--- config.mk ---
export PLATFORM = sky130hd
export DESIGN_NAME = ysyx_2022040010_mem_arbiter
export DESIGN_NICKNAME = d
export VERILOG_FILES = /design/src/rtl/ysyx_2022040010_mem_arbiter.sv
export SDC_FILE = /design/constraint.sdc
export NUM_CORES = 1
export LEC_CHECK = 0
export ABC_AREA = 0
export CAP_MARGIN = 20
export CORE_AREA = 2 2 222 224
export CTS_CLUSTER_DIAMETER = 50
export DETAILED_ROUTE_END_ITERATION = 8
export DIE_AREA = 0 0 224 226
export GPL_TIMING_DRIVEN = 0
export SYNTH_ARGS = -nofsm -noshare
export SYNTH_HDL_FRONTEND = slang
export SYNTH_SLANG_ARGS = --single-unit
--- constraint.sdc ---
create_clock -name clk -period 2.76 [get_ports clk]
set_clock_uncertainty 0.15 [all_clocks]
set_input_delay 0.69 -clock clk [delete_from_list [all_inputs] [get_ports clk]]
set_output_delay 0.69 -clock clk [all_outputs]
set_load 0.03 [all_outputs]
--- src/rtl/ysyx_2022040010_mem_arbiter.sv ---
// Memory arbiter: grants one of NPORT requesters, issues a single downstream
// transaction, and returns a one-cycle completion pulse to the granted port.
module ysyx_2022040010_mem_arbiter #(
  parameter int unsigned NPORT   = 3,
  parameter int unsigned ADDR_W  = 32,
  parameter int unsigned DATA_W  = 64,
  parameter int unsigned ID_W    = 4,
  parameter int unsigned RR_EN   = 1,
  parameter int unsigned TIMEOUT = 255
) (
  input  logic                       clk,
  input  logic                       rst,
  input  logic [NPORT-1:0]           req_valid_i,
  input  logic [NPORT-1:0]           req_we_i,
  input  logic [NPORT*ADDR_W-1:0]    req_addr_i,
  input  logic [NPORT*DATA_W-1:0]    req_wdata_i,
  input  logic [NPORT*DATA_W/8-1:0]  req_mask_i,
  input  logic [NPORT*2-1:0]         req_size_i,
  output logic [NPORT-1:0]           req_ready_o,
  output logic [DATA_W-1:0]          resp_data_o,
  output logic                       resp_err_o,
  output logic                       rw_valid_o,
  input  logic                       rw_ready_i,
  output logic                       rw_req_o,
  output logic [ADDR_W-1:0]          rw_addr_o,
  output logic [DATA_W-1:0]          data_write_o,
  output logic [1:0]                 rw_size_o,
  output logic [DATA_W/8-1:0]        w_mask_o,
  output logic [ID_W-1:0]            rw_id_o,
  input  logic [ID_W-1:0]            rw_id_i,
  input  logic [DATA_W-1:0]          data_read_i,
  output logic                       stallreq_o,
  output logic                       id_err_o
);

  localparam int unsigned MASK_W = DATA_W / 8;
  localparam int unsigned PTR_W  = (NPORT > 1) ? $clog2(NPORT) : 1;
  localparam int unsigned CNT_W  = (TIMEOUT > 0) ? $clog2(TIMEOUT + 1) : 1;

  typedef enum logic [1:0] {
    ST_IDLE = 2'd0,
    ST_WAIT = 2'd1,
    ST_RESP = 2'd2
  } state_e;

  state_e             state_q, state_d;
  logic [PTR_W-1:0]   ptr_q, ptr_d;
  logic [PTR_W-1:0]   gnt_q, gnt_d;
  logic [CNT_W-1:0]   cnt_q, cnt_d;
  logic               rw_valid_q, rw_valid_d;
  logic               rw_req_q, rw_req_d;
  logic [ADDR_W-1:0]  rw_addr_q, rw_addr_d;
  logic [DATA_W-1:0]  data_write_q, data_write_d;
  logic [1:0]         rw_size_q, rw_size_d;
  logic [MASK_W-1:0]  w_mask_q, w_mask_d;
  logic [ID_W-1:0]    rw_id_q, rw_id_d;
  logic [NPORT-1:0]   req_ready_q, req_ready_d;
  logic [DATA_W-1:0]  resp_data_q, resp_data_d;
  logic               resp_err_q, resp_err_d;
  logic               id_err_q, id_err_d;

  logic               gnt_vld_c;
  logic [PTR_W-1:0]   gnt_idx_c;
  logic               sel_we_c;
  logic [ADDR_W-1:0]  sel_addr_c;
  logic [DATA_W-1:0]  sel_wdata_c;
  logic [MASK_W-1:0]  sel_mask_c;
  logic [1:0]         sel_size_c;

  // Pick the winning port: rotating start after the last grant, or lowest index.
  always_comb begin
    gnt_vld_c = 1'b0;
    gnt_idx_c = '0;
    for (int unsigned i = 0; i < NPORT; i++) begin
      int unsigned cand;
      cand = (RR_EN != 0) ? ((32'(ptr_q) + 32'd1 + i) % NPORT) : i;
      if (!gnt_vld_c && req_valid_i[PTR_W'(cand)]) begin
        gnt_vld_c = 1'b1;
        gnt_idx_c = PTR_W'(cand);
      end
    end
  end

  // Mux the winning port's request fields.
  always_comb begin
    sel_we_c    = 1'b0;
    sel_addr_c  = '0;
    sel_wdata_c = '0;
    sel_mask_c  = '0;
    sel_size_c  = '0;
    for (int unsigned p = 0; p < NPORT; p++) begin
      if (gnt_idx_c == PTR_W'(p)) begin
        sel_we_c    = req_we_i[p];
        sel_addr_c  = req_addr_i[p*ADDR_W +: ADDR_W];
        sel_wdata_c = req_wdata_i[p*DATA_W +: DATA_W];
        sel_mask_c  = req_mask_i[p*MASK_W +: MASK_W];
        sel_size_c  = req_size_i[p*2 +: 2];
      end
    end
  end

  // Next-state and registered-output logic; response fields default to zero.
  always_comb begin
    state_d      = state_q;
    ptr_d        = ptr_q;
    gnt_d        = gnt_q;
    cnt_d        = cnt_q;
    rw_valid_d   = rw_valid_q;
    rw_req_d     = rw_req_q;
    rw_addr_d    = rw_addr_q;
    data_write_d = data_write_q;
    rw_size_d    = rw_size_q;
    w_mask_d     = w_mask_q;
    rw_id_d      = rw_id_q;
    req_ready_d  = '0;
    resp_data_d  = '0;
    resp_err_d   = 1'b0;
    id_err_d     = id_err_q;
    unique case (state_q)
      ST_IDLE: begin
        if (gnt_vld_c) begin
          state_d      = ST_WAIT;
          gnt_d        = gnt_idx_c;
          if (RR_EN != 0) ptr_d = gnt_idx_c;
          cnt_d        = '0;
          rw_valid_d   = 1'b1;
          rw_req_d     = sel_we_c;
          rw_addr_d    = sel_addr_c;
          data_write_d = sel_wdata_c;
          rw_size_d    = sel_size_c;
          w_mask_d     = sel_mask_c;
          rw_id_d      = ID_W'(gnt_idx_c);
        end
      end
      ST_WAIT: begin
        if (rw_ready_i && (rw_id_i == ID_W'(gnt_q))) begin
          state_d     = ST_RESP;
          req_ready_d = NPORT'(1) << gnt_q;
          resp_data_d = data_read_i;
        end else begin
          if (rw_ready_i) id_err_d = 1'b1;
          if ((TIMEOUT != 0) && (cnt_q == CNT_W'(TIMEOUT))) begin
            state_d     = ST_RESP;
            req_ready_d = NPORT'(1) << gnt_q;
            resp_err_d  = 1'b1;
          end else begin
            cnt_d = cnt_q + CNT_W'(1);
          end
        end
        // Downstream outputs return to zero as soon as WAIT ends.
        if (state_d == ST_RESP) begin
          rw_valid_d   = 1'b0;
          rw_req_d     = 1'b0;
          rw_addr_d    = '0;
          data_write_d = '0;
          rw_size_d    = '0;
          w_mask_d     = '0;
          rw_id_d      = '0;
        end
      end
      ST_RESP: state_d = ST_IDLE;
      default: state_d = ST_IDLE;
    endcase
  end

  // State and output registers.
  always_ff @(posedge clk or negedge rst) begin
    if (!rst) begin
      state_q      <= ST_IDLE;
      ptr_q        <= PTR_W'(NPORT - 1);
      gnt_q        <= '0;
      cnt_q        <= '0;
      rw_valid_q   <= 1'b0;
      rw_req_q     <= 1'b0;
      rw_addr_q    <= '0;
      data_write_q <= '0;
      rw_size_q    <= '0;
      w_mask_q     <= '0;
      rw_id_q      <= '0;
      req_ready_q  <= '0;
      resp_data_q  <= '0;
      resp_err_q   <= 1'b0;
      id_err_q     <= 1'b0;
    end else begin
      state_q      <= state_d;
      ptr_q        <= ptr_d;
      gnt_q        <= gnt_d;
      cnt_q        <= cnt_d;
      rw_valid_q   <= rw_valid_d;
      rw_req_q     <= rw_req_d;
      rw_addr_q    <= rw_addr_d;
      data_write_q <= data_write_d;
      rw_size_q    <= rw_size_d;
      w_mask_q     <= w_mask_d;
      rw_id_q      <= rw_id_d;
      req_ready_q  <= req_ready_d;
      resp_data_q  <= resp_data_d;
      resp_err_q   <= resp_err_d;
      id_err_q     <= id_err_d;
    end
  end

  assign req_ready_o  = req_ready_q;
  assign resp_data_o  = resp_data_q;
  assign resp_err_o   = resp_err_q;
  assign rw_valid_o   = rw_valid_q;
  assign rw_req_o     = rw_req_q;
  assign rw_addr_o    = rw_addr_q;
  assign data_write_o = data_write_q;
  assign rw_size_o    = rw_size_q;
  assign w_mask_o     = w_mask_q;
  assign rw_id_o      = rw_id_q;
  assign id_err_o     = id_err_q;

  // Stall while any requester is still waiting for its completion pulse.
  assign stallreq_o = |(req_valid_i & ~req_ready_o);

endmodule

==> metrics.md, run 1 <==
| Metric | Value |
|---|---|
| Outcome | finished, violations left |
| Failing checks | setup timing |
| Vias in the first global route | around 12000 |
| Clock H-tree levels | 4 |
| Worst slew margin | between 30 and 40% |
| Slowest-stage cell, CP | dfstp_2 |
| Synthesized instance count | ~1100 |
| CTS Buf Count | 17 |
| Area leader, netlist | dfrtp_1 |
| Buf/Inv on CP | 6 |
| CP max FO | 6 |
| Gpl congestion | ~0.91 |
| DR WL met3 | 3.50 mm |
| Syn avg cell area | between 9 and 10 µm² |
| Post-synth EDFFs | 0 |
| Lkg Pwr | 7.45 nW |
| FFs w/ async S/R, synth | 100% |
| Met2 wire length | roughly 27 mm |
| Hold Crit Class | register to register |
| Vias per inst | 4.93 |
| WS Path Type | register to register |
| Worst vdd ir | ~500 µV |
| Synthesized area | approximately 0.011 mm² |
| Congestion Overflow GR | 0 |
| Clock power frac | 14.0% |
| Comb pwr share | approximately 65% |
| CP required | just under 3000 ps |
| Fin crit share | 100% |
| # setup viols final | 1 |
| Fillers | 4779 |
| Cells along the critical path | buf_6 -> ha_4 -> mux2i_4 -> o32ai_4 -> buf_6 -> o31ai_4 -> buf_6 -> buf_12 -> buf_12 -> buf_16 -> mux2i_1 -> o221ai_1 |
| Vias post-DR | 11800 |
| Met1 wire length | around 22 mm |
| Port Buffers | approximately 570 |
| Die W | about 220 µm |
| Routed wire length | roughly 54 mm |
| Top Layer Used | met5 |
| Worst Hold Margin | around 340 ps |
| Antenna viol nets, final | 0 |
| Finished Layout Cells | around 2400 |
| Area taken by multi-input logic gates | 0.00585 mm² |
| Nets | ~2200 |
| Internal | approximately 11 mW |
| Switching power | 9.03 mW |
| Root buffer cell | clkbuf_16 |
| Layout cell share with drive strength beyond 1 | about 16% |
| Largest net degree at the start of global routing | 76 |
| PnR worst setup slack | -3.28 ps |
| Starting Density | a little over a fifth |
| Die area | 0.0506 mm² |
| GRT Total Usage | approximately a fifth |
| Crit. End Element | register |
| Antenna violations before repair | 6 |
| CTS tree | done |
| Finished Core Util | 40.3% |
| Top-area cell type share of the netlist area | a little under half |
| Final min period | between 2000 and 3000 ps |
| DR iter-0 viols | approximately 840 |
| HPWL Detailed | around 40 mm |
| Area Overhead vs Synth | 84.8% |
| First-pass GRT wire length | approximately 77 mm |
| RSZ-0062 raised after global routing | yes |
| Final Max Slew Viols | 0 |
| CTS Buffer Depth | 2 |
| Post-synthesis sequential area ratio | 45.6% |
| Synth Register Bits | roughly 190 |
| Clock Sink Count | around 190 |
| Clock transition at path regs | approximately 90 ps |
| I/O pin cnt | 577 |
| Drt first pass iters | 6 |
| Largest cells by area after synthesis | dfrtp_1 45%, a311oi_1 5.8%, o21ai_0 5.2% |
| Worst-Skew Late Latency | roughly 500 ps |
| Worst-Margin Slew | 1000 ps |
| Most used cell, CP | buf_6 |
| Max Freq | roughly 360 MHz |
| Setup_tns | -3.28 ps |
| Row cnt | 81 |
| DRC viols | 0 |
| Core Area | about 0.048 mm² |
| Final count of hold timing violations | 0 |
| CP startpoint kind | register |
| Reg area | around 0.0048 mm² |
| Sequential Power Share | approximately a fifth |
| Max incr delay on CP | 550 ps |
| Count leader, synth | dfrtp_1 |
| Commonest cells post-synth | 191 x dfrtp_1, 110 x o21ai_0, 80 x nand2_1 |
| Yosys Warn Count | 0 |
| Cell family with most CP delay | buffers and inverters |
| Switch share | a little under half |
| WL per Instance | approximately 22 µm |
| Top_reg_cell synth | dfrtp_1 |
| PwrDens | around 1000 mW/mm² |
| Arrival time worst endpoint | between 2000 and 3000 ps |
| Chip height | 226 µm |
| Max-cap violations | 0 |
| Placed instance count | 2326 |
| Synth cell types | a little under 60 |
-- cells by family (layout without fill, tap and decap cells) --
group | Yosys count | in the layout | synth area share, %
xor gates and xnor gates | 7 | 7 | 0.582
DFF | 192 | 192 | 45.6
muxes | 39 | 39 | 3.74
buffers and inverters | 164 | 809 | 7.00
adders and majority gates | 5 | 5 | 0.594
AOI/OAI and AO/OA | 384 | 384 | 26.3
other | 1 | 9 | 0.0356
and+or+nand+nor | 334 | 335 | 16.1
-- path summary, 6_finish.rpt --
kind	startpoint	to	slack [ps]	depth (start not counted)
worst max-delay path	ptr_q[1]	data_write_o[34]	-3	12
worst min-delay path	rw_valid_o	rw_valid_o	340	2
worst max register to register	ptr_q[1]	data_write_o[34]	-3	12
worst min register to register	rw_valid_o	rw_valid_o	340	2
max in group asynchronous	rst	w_mask_o[7]	1160	3
min in group asynchronous	rst	data_write_o[24]	520	2
-- sequential cells by signal, indices dropped and copies added (netlist names) --
name,cells
cnt_q,8
data_write_o,64
gnt_q,1
id_err_o,1
ptr_q,2
req_ready_o,3
resp_data_o,64
resp_err_o,1
rw_addr_o,32
rw_id_o,2
rw_req_o,1
rw_size_o,2
rw_valid_o,1
state_q,2
w_mask_o,8
-- layout make-up --
| cell class | instances | area share (%) |
|---|---|---|
| flip-flops and latches | 192 | 24.7 |
| clock inverters | 15 | 1.03 |
| diodes | 7 | 0.0900 |
| plain buffers | 117 | 4.41 |
| inverters | 44 | 0.848 |
| well taps | 622 | 4.00 |
| clock buffers | 17 | 2.18 |
| multi-input cells | 772 | 30.1 |
| repair buffers | 616 | 32.7 |
-- power by group through the flow --
stage | clock network [mW] | logic [mW] | registers, mW
floorplan | 0 | 4.37 | 5.53
global placement | 0 | 9.83 | 4.15
detailed placement | 0 | 9.99 | 4.17
CTS | 2.85 | 11.8 | 4.14
global route | 2.91 | 13.4 | 4.25
finish | 2.73 | 12.7 | 4.16
-- placed cells by master, fill, tap and decap left out, types with 5 or more instances in the layout --
cell type,instances
buf_8,12
diode_2,7
mux2i_1,23
o21ai_0,64
nand3_1,77
o21ai_2,14
and2_1,65
inv_1,42
o211ai_1,71
o221ai_2,11
a21boi_0,69
clkbuf_2,22
buf_4,36
buf_6,19
a311oi_1,20
nor3_1,73
dfrtp_1,190
o221ai_1,26
a311oi_4,6
buf_2,11
clkbuf_1,32
o21ai_1,34
nand2_1,80
xnor2_1,5
clkbuf_16,21
a311oi_2,44
nor2_1,10
clkdlybuf4s50_1,570
buf_12,12
mux2i_4,13
-- what timing repair did --
action                                 in CTS  in global routing
cloned                                      5                  4
setup endpoints to repair                 115                114
hold buffers                                1                  0
setup buffers                              27                  6
endpoints found under the hold margin      44                  0
resized for setup                         175                166
pin swaps                                  45                 39
-- worst register-to-register path, stage by stage, from the launching register on --
cell and delay (ps):
dfstp_2 550, buf_6 100, ha_4 170, mux2i_4 270, o32ai_4 140, buf_6 150, o31ai_4 200, buf_6 170
buf_12 160, buf_12 120, buf_16 110, mux2i_1 210, o221ai_1 130
-- metrics by stage --
| step | worst slack (ps) | power [mW] | area, µm² |
|---|---|---|---|
| floorplan | 211 | 9.89 | 10500 |
| global placement | -7760 | 14.0 | 17100 |
| detailed placement | -1540 | 14.2 | 17100 |
| CTS | -26.3 | 18.8 | 18800 |
| global route | -101 | 20.6 | 19500 |
| finish | -3.28 | 19.6 | 19500 |
-- metal layers --
metal	GRT usage, %	up-vias
met2	36.0	481
met5	0	-
met4	6.60	2
li1	-	5476
met3	5.83	74
met1	24.3	5805
Power figures use the tool's default switching activity.
==> run 2: changes to the inputs <==
ABC_AREA = 1   (was 0)
CORE_AREA = 2 2 226 228   (was 2 2 222 224)
DIE_AREA = 0 0 228 230   (was 0 0 224 226)
==> metrics.md, run 2 <==
| Metric | Value |
|---|---|
| Outcome | finished, violations left (unchanged) |
| Failing checks | hold timing (was setup timing) |
| Top-area cell type share of the netlist area | 47.4% (was 45.4%) |
| Post-synthesis sequential area ratio | 47.7% (was 45.6%) |
| CP max FO | 10 (was 6) |
| Layout cell share with drive strength beyond 1 | 8.79% (was 15.7%) |
| First-pass GRT wire length | 73.0 mm (was 77.3 mm) |
| Cell family with most CP delay | simple AND/OR/NAND/NOR gates (was buffers and inverters) |
| Most frequent cells in the layout | 571 x clkdlybuf4s50_1, 548 x nand2_1, 220 x nor2_1, 190 x dfrtp_1, 158 x nand3_1 (was 570 x clkdlybuf4s50_1, 190 x dfrtp_1, 80 x nand2_1, 77 x nand3_1, 73 x nor3_1) |
| Top_reg_cell synth | dfrtp_1 (unchanged) |
| Worst Hold Margin | -4.11 ps (was 345 ps) |
| FFs w/ async S/R, synth | 100% (unchanged) |
| Max-cap violations | 0 (unchanged) |
| Final Max Slew Viols | 0 (unchanged) |
| Yosys Warn Count | 0 (unchanged) |
| Area Overhead vs Synth | 78.3% (was 84.8%) |
| Die W | 228 µm (was 224 µm) |
| CTS tree | done (unchanged) |
| Root buffer cell | clkbuf_16 (unchanged) |
| Slowest-stage cell, CP | dfstp_2 (unchanged) |
| Crit. End Element | register (unchanged) |
| Port Buffers | 574 (unchanged) |
| CTS Buf Count | 17 (unchanged) |
| Routed wire length | 49.6 mm (was 53.9 mm) |
| Fin crit share | 96.4% (was 100%) |
| Count leader, synth | nand2_1 (was dfrtp_1) |
| Finished Cell Area | 0.0180 mm² (was 0.0195 mm²) |
| Worst vdd ir | 463 µV (was 511 µV) |
| Most used cell, CP | nand2_1 (was buf_6) |
| DR iter-0 viols | 598 (was 836) |
| Reg area | 0.00481 mm² (unchanged) |
| DRC viols | 0 (unchanged) |
| Area leader, netlist | dfrtp_1 (unchanged) |
| Vias per inst | 4.23 (was 4.93) |
| Pre-CTS setup slack | -896 ps (was -1540 ps) |
| Max incr delay on CP | 540 ps (was 550 ps) |
| Largest cells by area after synthesis | dfrtp_1 47%, nand2_1 21%, nand3_1 8.5% (was dfrtp_1 45%, a311oi_1 5.8%, o21ai_0 5.2%) |
| Row cnt | 82 (was 81) |
| Lkg Pwr | 8.82 nW (was 7.45 nW) |
| GRT Total Usage | 18.8% (was 20.6%) |
| Syn avg cell area | 7.01 µm² (was 9.36 µm²) |
| Antenna violations before repair | 0 (was 6) |
| Fillers | 5266 (was 4779) |
| HPWL Detailed | 39.4 mm (was 40.0 mm) |
| Nets | 2458 (was 2160) |
| Hold Buf Count CTS | 0 (was 1) |
| Clock Sink Count | 192 (unchanged) |
| Buf/Inv on CP | 5 (was 6) |
| PnR worst setup slack | 99.1 ps (was -3.28 ps) |
| Synthesized area | 0.0101 mm² (was 0.0105 mm²) |
| Area taken by multi-input logic gates | 0.00452 mm² (was 0.00585 mm²) |
| WS Path Type | register to register (unchanged) |
| Synthesized instance count | 1439 (was 1126) |
| Clock H-tree levels | 4 (unchanged) |
| Arrival time worst endpoint | 2890 ps (was 2980 ps) |
| Antenna viol nets, final | 0 (unchanged) |
| Vias post-DR | 11600 (was 11800) |
| Worst-Margin Slew | 753 ps (was 1000 ps) |
| I/O pin cnt | 577 (unchanged) |
| CP startpoint kind | register (unchanged) |
| CP required | 2990 ps (was 2970 ps) |
| Dpl cell area | 0.0167 mm² (was 0.0171 mm²) |
| Post-synth EDFFs | 0 (unchanged) |
| Gpl congestion | 0.941 (was 0.914) |
| WL per Instance | 18.1 µm (was 22.4 µm) |
| Synth cell types | 33 (was 58) |
| Cells along the critical path | inv_2 -> ha_4 -> buf_6 -> inv_2 -> nand2_1 -> nand3_2 -> nand2_4 -> nand4_1 -> nand2_2 -> buf_6 -> buf_2 -> nor2_1 -> nand2_1 -> nand2_1 (was buf_6 -> ha_4 -> mux2i_4 -> o32ai_4 -> buf_6 -> o31ai_4 -> buf_6 -> buf_12 -> buf_12 -> buf_16 -> mux2i_1 -> o221ai_1) |
| Commonest cells post-synth | 553 x nand2_1, 222 x nor2_1, 191 x dfrtp_1 (was 191 x dfrtp_1, 110 x o21ai_0, 80 x nand2_1) |
| Chip height | 230 µm (was 226 µm) |
| # setup viols final | 0 (was 1) |
| Final min period | 2660 ps (was 2760 ps) |
| Critical register-to-register path startpoint | ptr_q[1] (unchanged) |
| Hold Crit Class | input pin to asynchronous set/reset pin (was register to register) |
| PwrDens | 1100 mW/mm² (was 1000 mW/mm²) |
| Starting Density | 20.2% (was 21.8%) |
| Final count of hold timing violations | 2 (was 0) |
| Core Area | 0.0499 mm² (was 0.0483 mm²) |
| Clock transition at path regs | 80 ps (was 90 ps) |
| Synth Register Bits | 192 (unchanged) |
| Die area | 0.0524 mm² (was 0.0506 mm²) |
| Most common library cell in the layout ignoring fill and taps | clkdlybuf4s50_1 (unchanged) |
| CTS Buffer Depth | 2 (unchanged) |
| Largest net degree at the start of global routing | 110 (was 76) |
| Max Freq | 376 MHz (was 362 MHz) |
| Worst-Skew Late Latency | 500 ps (about the same) |
| Congestion Overflow GR | 0 (unchanged) |
| Vias in the first global route | 12000 (was 12100) |
| Setup crit start | ptr_q[1] (unchanged) |
| Worst slew margin | 49.8% (was 33.2%) |
| Drt first pass iters | 5 (was 6) |
[run 2: cell types whose count changed in the layout (fill, tap and decap cells not counted), moves of 23 or more]
cell / change
nor3_1: -67
o221ai_1: -26
nor2_1: +210
inv_1: +85
clkbuf_1: -24
nand2_1: +468
a311oi_2: -44
a21boi_0: -69
o21ai_0: -53
o211ai_1: -71
nand3_1: +81
mux2i_1: -23
and2_1: -65
[run 2: worst paths after layout]
kind	to	slack [ps]	cells after the start
worst max-delay path	data_write_o[2]	100	14
worst max register to register	data_write_o[2]	100	14
min in group clk	rw_id_o[1]	330	2
max in group asynchronous	resp_data_o[16]	1430	2
worst min-delay path	data_write_o[47]	-4	1
worst min register to register	rw_id_o[1]	330	2
[run 2: what timing repair did]
action,in CTS,in global routing
endpoints found under the setup margin,114,120
cloned,1,1
buffers inserted,20,5
resized for setup,68,69
pin swaps,10,11
[run 2: logic make-up after synthesis]
kind of cell / count (synthesis) / synth area share, %
AOI/OAI and AO/OA: 34 / 1.84
DFF: 192 / 47.7
xor gates and xnor gates: 4 / 0.347
other: 1 / 0.0372
and+or+nand+nor: 983 / 40.0
buffers and inverters: 220 / 9.54
adders and majority gates: 5 / 0.620
[run 2: final cells by class]
class                      instances  share of cell area (%)
timing repair buffer             601                    33.8
multi-input combinational       1029                    25.2
clock inverter                    14                   0.793
sequential                       192                    26.7
tap                              672                    4.68
inverter                         137                    2.97
antenna                            1                  0.0139
clock buffer                      18                    2.39
buffer                            80                    3.45
[run 2: routing by layer]
layer / routed length (µm) / global-route usage, % / vias up
met3: 3640 / 5.58 / 67
met2: 24200 / 32.4 / 480
met4: 1420 / 7.60 / 0
li1: - / - / 5621
met1: 20300 / 21.8 / 5430
met5: 0 / 0 / -
[run 2: report_power, final]
group / internal (mW) / total, mW / switching [mW]
clock: 1.20 / 2.52 / 1.32
sequential: 3.71 / 4.20 / 0.488
combinational: 5.04 / 13.0 / 7.99
[run 2: metrics by stage]
stage	power [mW]	utilization [%]	setup TNS, ps	instances
2_1_floorplan	11.0	-	0	1440
3_3_place_gp	15.9	33.4	-1521330	2686
3_5_place_dp	16.0	33.5	-75750	2687
4_1_cts	19.6	35.5	-40.4	2739
5_1_grt	21.2	36.0	-220	2743
6_report	19.7	36.1	0	2744
